<file path="config.mk">
export PLATFORM = sky130hd
export DESIGN_NAME = main_control_fsm
export DESIGN_NICKNAME = d
export VERILOG_FILES = /design/src/rtl/ctrl_pkg.sv /design/src/rtl/alu_decoder.sv /design/src/rtl/main_control_fsm.sv
export SDC_FILE = /design/constraint.sdc
export NUM_CORES = 1
export LEC_CHECK = 0
export ABC_AREA = 1
export CORE_AREA = 4 4 47 49
export DETAILED_ROUTE_END_ITERATION = 8
export DIE_AREA = 0 0 51 53
export PLACE_DENSITY = 0.8
export SLEW_MARGIN = 20
export SYNTH_ARGS = -nofsm -noshare
export SYNTH_HDL_FRONTEND = slang
export SYNTH_SLANG_ARGS = --single-unit
</file>
<file path="constraint.sdc">
create_clock -name clk -period 1.69 [get_ports clk]
set_input_delay 0.338 -clock clk [delete_from_list [all_inputs] [get_ports clk]]
set_output_delay 0.338 -clock clk [all_outputs]
set_load 0.05 [all_outputs]
</file>
<file path="src/rtl/ctrl_pkg.sv">
// Shared encodings for the multicycle main controller: state codes, datapath
// select encodings and the per-state Moore control word.
package ctrl_pkg;

    typedef enum logic [3:0] {
        S_FETCH    = 4'd0,
        S_DECODE   = 4'd1,
        S_MEMADR   = 4'd2,
        S_MEMRD    = 4'd3,
        S_MEMWB    = 4'd4,
        S_MEMWR    = 4'd5,
        S_EXECUTER = 4'd6,
        S_EXECUTEI = 4'd7,
        S_ALUWB    = 4'd8,
        S_BRANCH   = 4'd9
    } state_t;

    localparam logic [1:0] OP_DP    = 2'b00;
    localparam logic [1:0] OP_MEM   = 2'b01;
    localparam logic [1:0] OP_BR    = 2'b10;
    localparam logic [1:0] OP_UNDEF = 2'b11;

    localparam logic [1:0] SRCB_REG  = 2'b00;
    localparam logic [1:0] SRCB_EXT  = 2'b01;
    localparam logic [1:0] SRCB_FOUR = 2'b10;

    localparam logic [1:0] RES_ALUOUT    = 2'b00;
    localparam logic [1:0] RES_DATA      = 2'b01;
    localparam logic [1:0] RES_ALURESULT = 2'b10;

    localparam logic [1:0] ALU_ADD = 2'b00;
    localparam logic [1:0] ALU_SUB = 2'b01;
    localparam logic [1:0] ALU_AND = 2'b10;
    localparam logic [1:0] ALU_ORR = 2'b11;

    typedef struct packed {
        logic       irwrite;
        logic       nextpc;
        logic       adrsrc;
        logic       alusrca;
        logic [1:0] alusrcb;
        logic [1:0] resultsrc;
        logic       regw;
        logic       memw;
        logic       branch;
        logic       aluop;
    } ctrl_t;

    // Moore control word for a state; anything not set stays 0.
    function automatic ctrl_t state_ctrl(input state_t s);
        ctrl_t c;
        c = '0;
        case (s)
            S_FETCH: begin
                c.alusrca   = 1'b1;
                c.alusrcb   = SRCB_FOUR;
                c.resultsrc = RES_ALURESULT;
                c.irwrite   = 1'b1;
                c.nextpc    = 1'b1;
            end
            S_DECODE: begin
                c.alusrca   = 1'b1;
                c.alusrcb   = SRCB_FOUR;
                c.resultsrc = RES_ALURESULT;
            end
            S_EXECUTER: begin
                c.alusrcb = SRCB_REG;
                c.aluop   = 1'b1;
            end
            S_EXECUTEI: begin
                c.alusrcb = SRCB_EXT;
                c.aluop   = 1'b1;
            end
            S_ALUWB: begin
                c.resultsrc = RES_ALUOUT;
                c.regw      = 1'b1;
            end
            S_MEMADR: begin
                c.alusrcb = SRCB_EXT;
            end
            S_MEMRD: begin
                c.resultsrc = RES_ALUOUT;
                c.adrsrc    = 1'b1;
            end
            S_MEMWB: begin
                c.resultsrc = RES_DATA;
                c.regw      = 1'b1;
            end
            S_MEMWR: begin
                c.resultsrc = RES_ALUOUT;
                c.adrsrc    = 1'b1;
                c.memw      = 1'b1;
            end
            S_BRANCH: begin
                c.alusrcb   = SRCB_EXT;
                c.resultsrc = RES_ALURESULT;
                c.branch    = 1'b1;
            end
            default: c = '0;
        endcase
        return c;
    endfunction

endpackage

</file>
<file path="src/rtl/alu_decoder.sv">
// ALU operation decode: maps ALUOp and the instruction cmd/S bits onto the
// ALU function select, flag-write enables and the compare-only NoWrite.
module alu_decoder
    import ctrl_pkg::*;
(
    input  logic       aluop,
    input  logic [5:0] funct,
    output logic [1:0] alucontrol,
    output logic [1:0] flagw,
    output logic       nowrite
);

    always_comb begin
        alucontrol = ALU_ADD;
        flagw      = 2'b00;
        nowrite    = 1'b0;
        if (aluop) begin
            case (funct[4:1])
                4'b0100: alucontrol = ALU_ADD;
                4'b0010: alucontrol = ALU_SUB;
                4'b0000: alucontrol = ALU_AND;
                4'b1100: alucontrol = ALU_ORR;
                4'b1010: begin
                    alucontrol = ALU_SUB;
                    nowrite    = 1'b1;
                end
                default: alucontrol = ALU_ADD;
            endcase
            // Logic ops leave C/V alone; only arithmetic updates them.
            flagw[1] = funct[0];
            flagw[0] = funct[0] & ((alucontrol == ALU_ADD) | (alucontrol == ALU_SUB));
        end
    end

endmodule

</file>
<file path="src/rtl/main_control_fsm.sv">
// Multicycle main controller: registered Moore control word per state, with
// ALU decode and PCS derived combinationally; enables are masked during reset.
module main_control_fsm
    import ctrl_pkg::*;
(
    input  logic       clk,
    input  logic       reset,
    input  logic [1:0] Op,
    input  logic [5:0] Funct,
    input  logic [3:0] Rd,
    output logic       IRWrite,
    output logic       NextPC,
    output logic       AdrSrc,
    output logic       ALUSrcA,
    output logic [1:0] ALUSrcB,
    output logic [1:0] ResultSrc,
    output logic [1:0] ALUControl,
    output logic       RegW,
    output logic       MemW,
    output logic       PCS,
    output logic       NoWrite,
    output logic [1:0] FlagW,
    output logic [3:0] State
);

    state_t     state;
    state_t     state_nxt;
    ctrl_t      ctrl_q;
    logic [1:0] dec_flagw;

    always_comb begin
        state_nxt = S_FETCH;
        case (state)
            S_FETCH:  state_nxt = S_DECODE;
            S_DECODE: begin
                case (Op)
                    OP_DP:    state_nxt = Funct[5] ? S_EXECUTEI : S_EXECUTER;
                    OP_MEM:   state_nxt = S_MEMADR;
                    OP_BR:    state_nxt = S_BRANCH;
                    OP_UNDEF: state_nxt = S_FETCH;
                    default:  state_nxt = S_FETCH;
                endcase
            end
            S_EXECUTER: state_nxt = S_ALUWB;
            S_EXECUTEI: state_nxt = S_ALUWB;
            S_ALUWB:    state_nxt = S_FETCH;
            S_MEMADR:   state_nxt = Funct[0] ? S_MEMRD : S_MEMWR;
            S_MEMRD:    state_nxt = S_MEMWB;
            S_MEMWB:    state_nxt = S_FETCH;
            S_MEMWR:    state_nxt = S_FETCH;
            S_BRANCH:   state_nxt = S_FETCH;
            default:    state_nxt = S_FETCH;
        endcase
    end

    // The control word is registered alongside the state so it always matches it.
    always_ff @(posedge clk) begin
        if (reset) begin
            state  <= S_FETCH;
            ctrl_q <= state_ctrl(S_FETCH);
        end else begin
            state  <= state_nxt;
            ctrl_q <= state_ctrl(state_nxt);
        end
    end

    alu_decoder u_alu_decoder (
        .aluop      (ctrl_q.aluop),
        .funct      (Funct),
        .alucontrol (ALUControl),
        .flagw      (dec_flagw),
        .nowrite    (NoWrite)
    );

    // State already reads FETCH during reset; architectural enables stay quiet.
    assign IRWrite   = ctrl_q.irwrite & ~reset;
    assign NextPC    = ctrl_q.nextpc  & ~reset;
    assign RegW      = ctrl_q.regw    & ~reset;
    assign MemW      = ctrl_q.memw    & ~reset;
    assign FlagW     = dec_flagw & {2{~reset}};
    assign PCS       = ((ctrl_q.regw & (Rd == 4'b1111)) | ctrl_q.branch) & ~reset;
    assign AdrSrc    = ctrl_q.adrsrc;
    assign ALUSrcA   = ctrl_q.alusrca;
    assign ALUSrcB   = ctrl_q.alusrcb;
    assign ResultSrc = ctrl_q.resultsrc;
    assign State     = state;

endmodule

</file>
==> results of run 1 <==
## timing repair
item	4_1_cts	5_1_grt
endpoints found under the hold margin	0	0
cloned	0	0
resized for setup	12	9
pin swaps	8	3
hold buffers	0	0
setup endpoints to repair	8	5
## sequential cells by signal (all words and copies together) (netlist names)
name,cells
ctrl_q,5
State,4
ALUSrcB,2
ResultSrc,2
ALUSrcA,1
AdrSrc,1
## stage by stage
stage | total power, mW | setup slack [ns] | area, um^2 | cells
after global placement | 0.6839 | -0.1239 | 1247 | 170
final | 0.9023 | 0.05065 | 1316 | 174
after global routing | 0.9411 | -0.001937 | 1316 | 174
after floorplan | 0.5778 | -0.2750 | 787.0 | 111
after CTS | 0.8955 | -0.03777 | 1295 | 174
after detailed placement | 0.6923 | -0.1973 | 1247 | 170
## cells by family after synthesis
logic type | after synthesis | synth area share, %
buffers and inverters | 26 | 15.45
AND/OR/NAND/NOR | 63 | 38.04
flip-flops | 15 | 39.87
AO/OA/AOI/OAI | 7 | 6.643
## cell usage in the layout, fill, tap and decap left out
cell type / instances
nor2_1: 18
dlygate4sd2_1: 5
nor2_4: 3
o31a_1: 1
clkdlybuf4s50_1: 5
nand2_4: 1
buf_12: 12
inv_1: 15
nor3_1: 1
clkinv_2: 1
nand3_1: 4
a211oi_2: 1
a21oi_1: 1
nand3_2: 2
clkbuf_4: 3
dlymetal6s2s_1: 3
nor4_4: 2
nor3_4: 1
buf_4: 13
and2_1: 1
nand2_1: 22
a21boi_2: 1
a31oi_1: 2
nand2_2: 3
o21ai_0: 1
inv_2: 5
dfxtp_1: 15
nor2_2: 4
nand4_1: 1
## per-layer routing
| layer | GRT usage (%) | wire length [um] | up-vias |
|---|---|---|---|
| li1 | - | - | 408 |
| met1 | 17.44 | 870 | 365 |
| met2 | 30.90 | 1074 | 26 |
| met3 | 4.225 | 108 | 7 |
| met4 | 8.969 | 47 | 0 |
| met5 | 0 | 0 | - |
## report_power, final
| group | switching, mW | internal [mW] |
|---|---|---|
| Sequential | 0.0168 | 0.376 |
| Combinational | 0.185 | 0.114 |
| Clock | 0.122 | 0.0880 |
## critical path: stages
cell and delay (ns):
dlygate4sd2_1 0.29, inv_2 0.13, nor2_4 0.05, nor4_4 0.31, buf_12 0.18
## cell type report
type / count / area [um^2] / share of cell area [%]
clock buffers: 3 / 22.52 / 1.711
repair buffers: 38 / 469.2 / 35.65
well taps: 27 / 33.78 / 2.567
inverters: 20 / 75.07 / 5.703
clock inverters: 1 / 5.005 / 0.3802
flip-flops and latches: 15 / 300.3 / 22.81
multi-input cells: 70 / 410.4 / 31.18
## how the worst max path moves through the flow
stage,slack [ns],from,endpoint
5_1_grt,-0.002,Funct[3],ALUControl[1]
3_3_place_gp,-0.12,Funct[3],FlagW[0]
3_5_place_dp,-0.20,Funct[3],FlagW[0]
4_1_cts,-0.04,Funct[2],FlagW[0]
2_1_floorplan,-0.28,Funct[0],FlagW[0]
6_report,0.05,Funct[3],ALUControl[1]
==> impl_metrics.json, run 1 <==
{
  "fin_nets": 162,
  "tritoncts": "yes",
  "synth_edf_count": 0,
  "seq_area_frac_synth_pct": 39.87,
  "startpoint_type": "input pin",
  "worstSetupPathType": "input pin to primary output",
  "synth_top_area_share_pct": 39.87,
  "post-route-period-util_pct": 97.00,
  "leakagePower_nw": 0.6360,
  "overflow": 0,
  "synthTopCellsByCount": "nand2_1 (24), nor2_1 (21), inv_1 (19), dfxtp_1 (15), buf_4 (5)",
  "cp_max_fo": 3,
  "routed_wl_mm": 2.101,
  "synth.most_common_cell": "nand2_1",
  "first_pass_iters": 4,
  "yosysTopAreaCell": "dfxtp_1",
  "endpoint_kind": "primary output",
  "wl_per_cell_um": 12.07,
  "cts_made_buffers": 3,
  "slew_headroom_pct": 79.97,
  "gp_congestion": 0.8463,
  "htreeDepth": 1,
  "final_antenna_net_count": 0,
  "hold_viol": 0,
  "routed_via_density": 4.632,
  "setup_viol": 0,
  "final_util_pct": 70.70,
  "reg2reg_depth": 7,
  "hp-start": "Funct[0]",
  "drive_gt1_share_pct": 35.37,
  "skew_ns": 0.003453,
  "synth.distinct_cells": 22,
  "synth_ff_type": "dfxtp_1",
  "fmax_mhz": 610.0,
  "maxCapViolCount": 0,
  "drc": 0,
  "arrival_ns": 1.30,
  "drt_iter0_markers": 11,
  "syn_nets": 125,
  "async_reset_ff_share_pct": 0,
  "rr_startpoint": "State[1]",
  "grt_pass1_vias": 791,
  "post_cts_buffers": 0,
  "cts.sink_count": 15,
  "io-pin-count": 34,
  "cts_root_buf": "clkbuf_4",
  "grtUsageTotal_pct": 16.82,
  "placementRows": 16,
  "period_minus_slack_ns": 1.639,
  "drv_slew": 0,
  "r2r_slack_ns": 0.35,
  "clk_latency_ns": 0.29,
  "num_antenna_cells": 0,
  "clk_pin_slew_ns": 0.09,
  "hold-path-cell-count": 3,
  "final.setup.tns_ns": 0,
  "antenna_found_initial": 0,
  "dieHeight_um": 53,
  "die_area_um2": 2703,
  "fillers": 154,
  "cts.path.max_buffers": 2,
  "peakVddDrop_uv": 503.2,
  "power_density_nw_per_um2": 685.5,
  "io_buffers": 33,
  "start_util_pct": 40.46,
  "syn_area_per_cell_um2": 6.786,
  "synth.area.top_cells": "dfxtp_1 (40%), nand2_1 (12%), nor2_1 (10%), inv_1 (9.5%), buf_4 (5.0%)",
  "grt_max_degree": 10,
  "area_growth_pct": 74.75,
  "hpwlAfterDp_mm": 1.628,
  "worstPathRequired_ns": 1.35,
  "timing.hold.ws_ns": 0.4882,
  "yosys_warnings": 0,
  "worst_pin_slew_ns": 0.3001,
  "outcome": "complete, no violations",
  "ys_ff_latch": 15,
  "r2r_end": "ResultSrc[1]",
  "worstHoldPathType": "input pin to flip-flop",
  "synth_area_um2": 753.2,
  "grt_pass1_wl_mm": 3.387,
  "syn_inst": 111,
  "hold_end": "ctrl_q[2]",
  "vias": 806,
  "die_w_um": 51,
  "core-area_um2": 1862
}
Note: power is estimated with default switching activity, not from simulation.
==> run 2: changes to the inputs <==
- GPL_ROUTABILITY_DRIVEN: default -> 1
==> results of run 2 <==
Final layout, timing and power as in run 1 (identical DEF).
==> run 3: changes to the inputs <==
- ABC_AREA: 1 -> default
- CORE_AREA: 4 4 47 49 -> 3 3 46 48
- DIE_AREA: 0 0 51 53 -> 0 0 49 51
- PLACE_DENSITY: 0.8 -> 0.79
==> run 3 against run 2 <==
Critical path depth shrank 1. Via count decreased by 6.8%. Sequential share of layout area up 0.11 points. Count of clock-buffer cells in the layout up 1. Register-to-register slack worse by 0.19 ns. Design area shrank 0.47%. Synthesized area shrank 3.3%. Critical path type unchanged.
==> impl_metrics.json, run 3 <==
{
  "outcome": "complete, no violations",
  "r2r_end": "ctrl_q[3]",
  "synth_area_um2": 728.2,
  "gp_congestion": 0.8416,
  "hold_viol": 0,
  "post-route-period-util_pct": 94.72,
  "first_pass_iters": 4,
  "drc": 0,
  "fmax_mhz": 624.7,
  "final_cell_mix": "buf_4 (18), dfxtp_1 (15), buf_12 (14), nor2_1 (8), dlygate4sd2_1 (7)",
  "hpwlAfterDp_mm": 1.549,
  "fin_area_um2": 1310,
  "synth.most_common_cell": "dfxtp_1",
  "wl_per_cell_um": 12.89,
  "hold_end": "ctrl_q[2]",
  "worstSetupPathType": "input pin to primary output",
  "tritoncts": "yes",
  "place_area_um2": 1256,
  "grtUsageTotal_pct": 17.01,
  "fin_cells": 151,
  "reg2reg_depth": 4,
  "worstHoldPathType": "input pin to flip-flop",
  "synth.distinct_cells": 29,
  "slew_headroom_pct": 72.31,
  "drt_iter0_markers": 17,
  "syn_inst": 84,
  "die_w_um": 49,
  "cts_root_buf": "clkbuf_4",
  "antenna_found_initial": 0,
  "setup_viol": 0,
  "routed_via_density": 4.974,
  "die_area_um2": 2499,
  "syn_area_per_cell_um2": 8.669,
  "dp.cells": 147,
  "worst_pin_slew_ns": 0.4147,
  "grt_pass1_vias": 752,
  "skew_ns": 0.007884,
  "final_common_cell": "buf_4",
  "grt_max_degree": 13,
  "drive_gt1_share_pct": 37.30,
  "synth_ff_type": "dfxtp_1",
  "num_antenna_cells": 0,
  "io_buffers": 33,
  "synthTopCellsByCount": "dfxtp_1 (15), nor2_1 (8), inv_1 (6), nor3_1 (6), o21ai_0 (6)",
  "hold-path-cell-count": 4,
  "fillers": 124,
  "worstPathRequired_ns": 1.35,
  "drv_slew": 0,
  "rr_startpoint": "State[0]",
  "maxCapViolCount": 0,
  "vias": 751,
  "endpoint_kind": "primary output",
  "post_cts_buffers": 0,
  "top_register": "ctrl_q",
  "clk_latency_ns": 0.28,
  "routed_wl_mm": 1.946,
  "peakVddDrop_uv": 430.0,
  "largest_reg_flops": 5,
  "overflow": 0,
  "grt_pass1_wl_mm": 3.298,
  "cts_made_buffers": 3,
  "dieHeight_um": 51,
  "area_growth_pct": 79.90,
  "period_minus_slack_ns": 1.601,
  "final.setup.tns_ns": 0,
  "leakagePower_nw": 0.5776,
  "power_density_nw_per_um2": 679.9,
  "async_reset_ff_share_pct": 0,
  "synth_edf_count": 0,
  "r2r_slack_ns": 0.16,
  "clk_pin_slew_ns": 0.09,
  "synth.area.top_cells": "dfxtp_1 (41%), buf_4 (5.2%), nand2b_1 (4.3%), nor3_1 (4.1%), o21ai_0 (4.1%)",
  "final_antenna_net_count": 0,
  "yosys_warnings": 0,
  "yosysTopAreaCell": "dfxtp_1",
  "syn_nets": 98,
  "ys_ff_latch": 15,
  "synth_top_area_share_pct": 41.24,
  "seq_area_frac_synth_pct": 41.24,
  "arrival_ns": 1.26,
  "cts.sink_count": 15,
  "cp_max_fo": 3,
  "rsz0062_at_grt": "false",
  "core-area_um2": 1745,
  "fin_nets": 141,
  "placementRows": 15,
  "cts.path.max_buffers": 2,
  "startpoint_type": "input pin",
  "htreeDepth": 1,
  "io-pin-count": 34,
  "start_util_pct": 41.72,
  "hp-start": "Funct[0]"
}
-- run 3: changes by cell type after synthesis, moves of 3 or more --
cell,previous run,this run
nor3_1,2,6
o21ai_0,1,6
nor2b_1,0,3
nand2b_1,0,5
nand2_1,24,2
nor2_1,21,8
inv_1,19,6
nand3_1,4,0
nor3b_1,0,3
-- run 3: critical path, cell delays in order --
cell,delay [ns]
dlygate4sd2_1,0.26
xor2_1,0.19
o31a_2,0.32
buf_12,0.15
-- run 3: through the flow --
| stage | power, mW | utilization (%) | setup slack (ns) | hold slack [ns] |
|---|---|---|---|---|
| global placement | 0.6894 | 71.97 | -0.08517 | 0.6047 |
| global route | 0.9333 | 75.05 | 0.01144 | 0.5018 |
| CTS | 0.8909 | 74.48 | -0.01437 | 0.5697 |
| detailed placement | 0.6972 | 71.97 | -0.1495 | 0.6225 |
| finish | 0.8907 | 75.05 | 0.08916 | 0.4584 |
| floorplan | 0.5664 | - | -0.2296 | 0.4774 |
-- run 3: worst max path at each step --
stage | to | slack, ns | startpoint | depth (start not counted)
5_1_grt | ctrl_q[3] | 0.01 | Op[0] | 6
6_report | FlagW[0] | 0.09 | Funct[4] | 4
4_1_cts | FlagW[0] | -0.01 | Funct[0] | 4
3_5_place_dp | ALUSrcB[0] | -0.15 | Op[1] | 6
3_3_place_gp | FlagW[0] | -0.09 | Funct[4] | 4
2_1_floorplan | ALUControl[1] | -0.23 | Funct[1] | 2
-- run 3: cell families (layout without fill, tap and decap cells) --
kind of cell | count (synthesis) | after routing | synth area share [%]
simple gates | 36 | 36 | 28.87
compound gates | 18 | 18 | 17.01
flops | 15 | 15 | 41.24
buf+inv | 13 | 55 | 10.31
xor+xnor | 1 | 1 | 1.203
mux | 1 | 1 | 1.375
-- run 3: cell type report --
class | instances | area, um^2 | area share, %
tap | 25 | 31.28 | 2.388
inverter | 6 | 22.52 | 1.719
sequential | 15 | 300.3 | 22.92
multi-input combinational | 56 | 387.9 | 29.61
timing repair buffer | 45 | 541.8 | 41.36
clock buffer | 4 | 26.28 | 2.006
-- run 3: metal layers --
metal  vias up  track usage (%)  routed length, um
li1        371                -                  -
met2        36            31.22                939
met5         -                0                  0
met4         0            7.109                 27
met1       340            19.43                877
met3         4            2.915                101
-- run 3: what timing repair did --
action,4_1_cts,5_1_grt
pin swaps,3,2
hold buffers,0,0
gates resized for setup,12,3
setup endpoints to repair,8,3
-- run 3: report_power, final --
group          internal [mW]  switching [mW]
Sequential             0.375          0.0220
Clock                 0.0916           0.111
Combinational          0.133           0.158
Total                  0.600           0.291
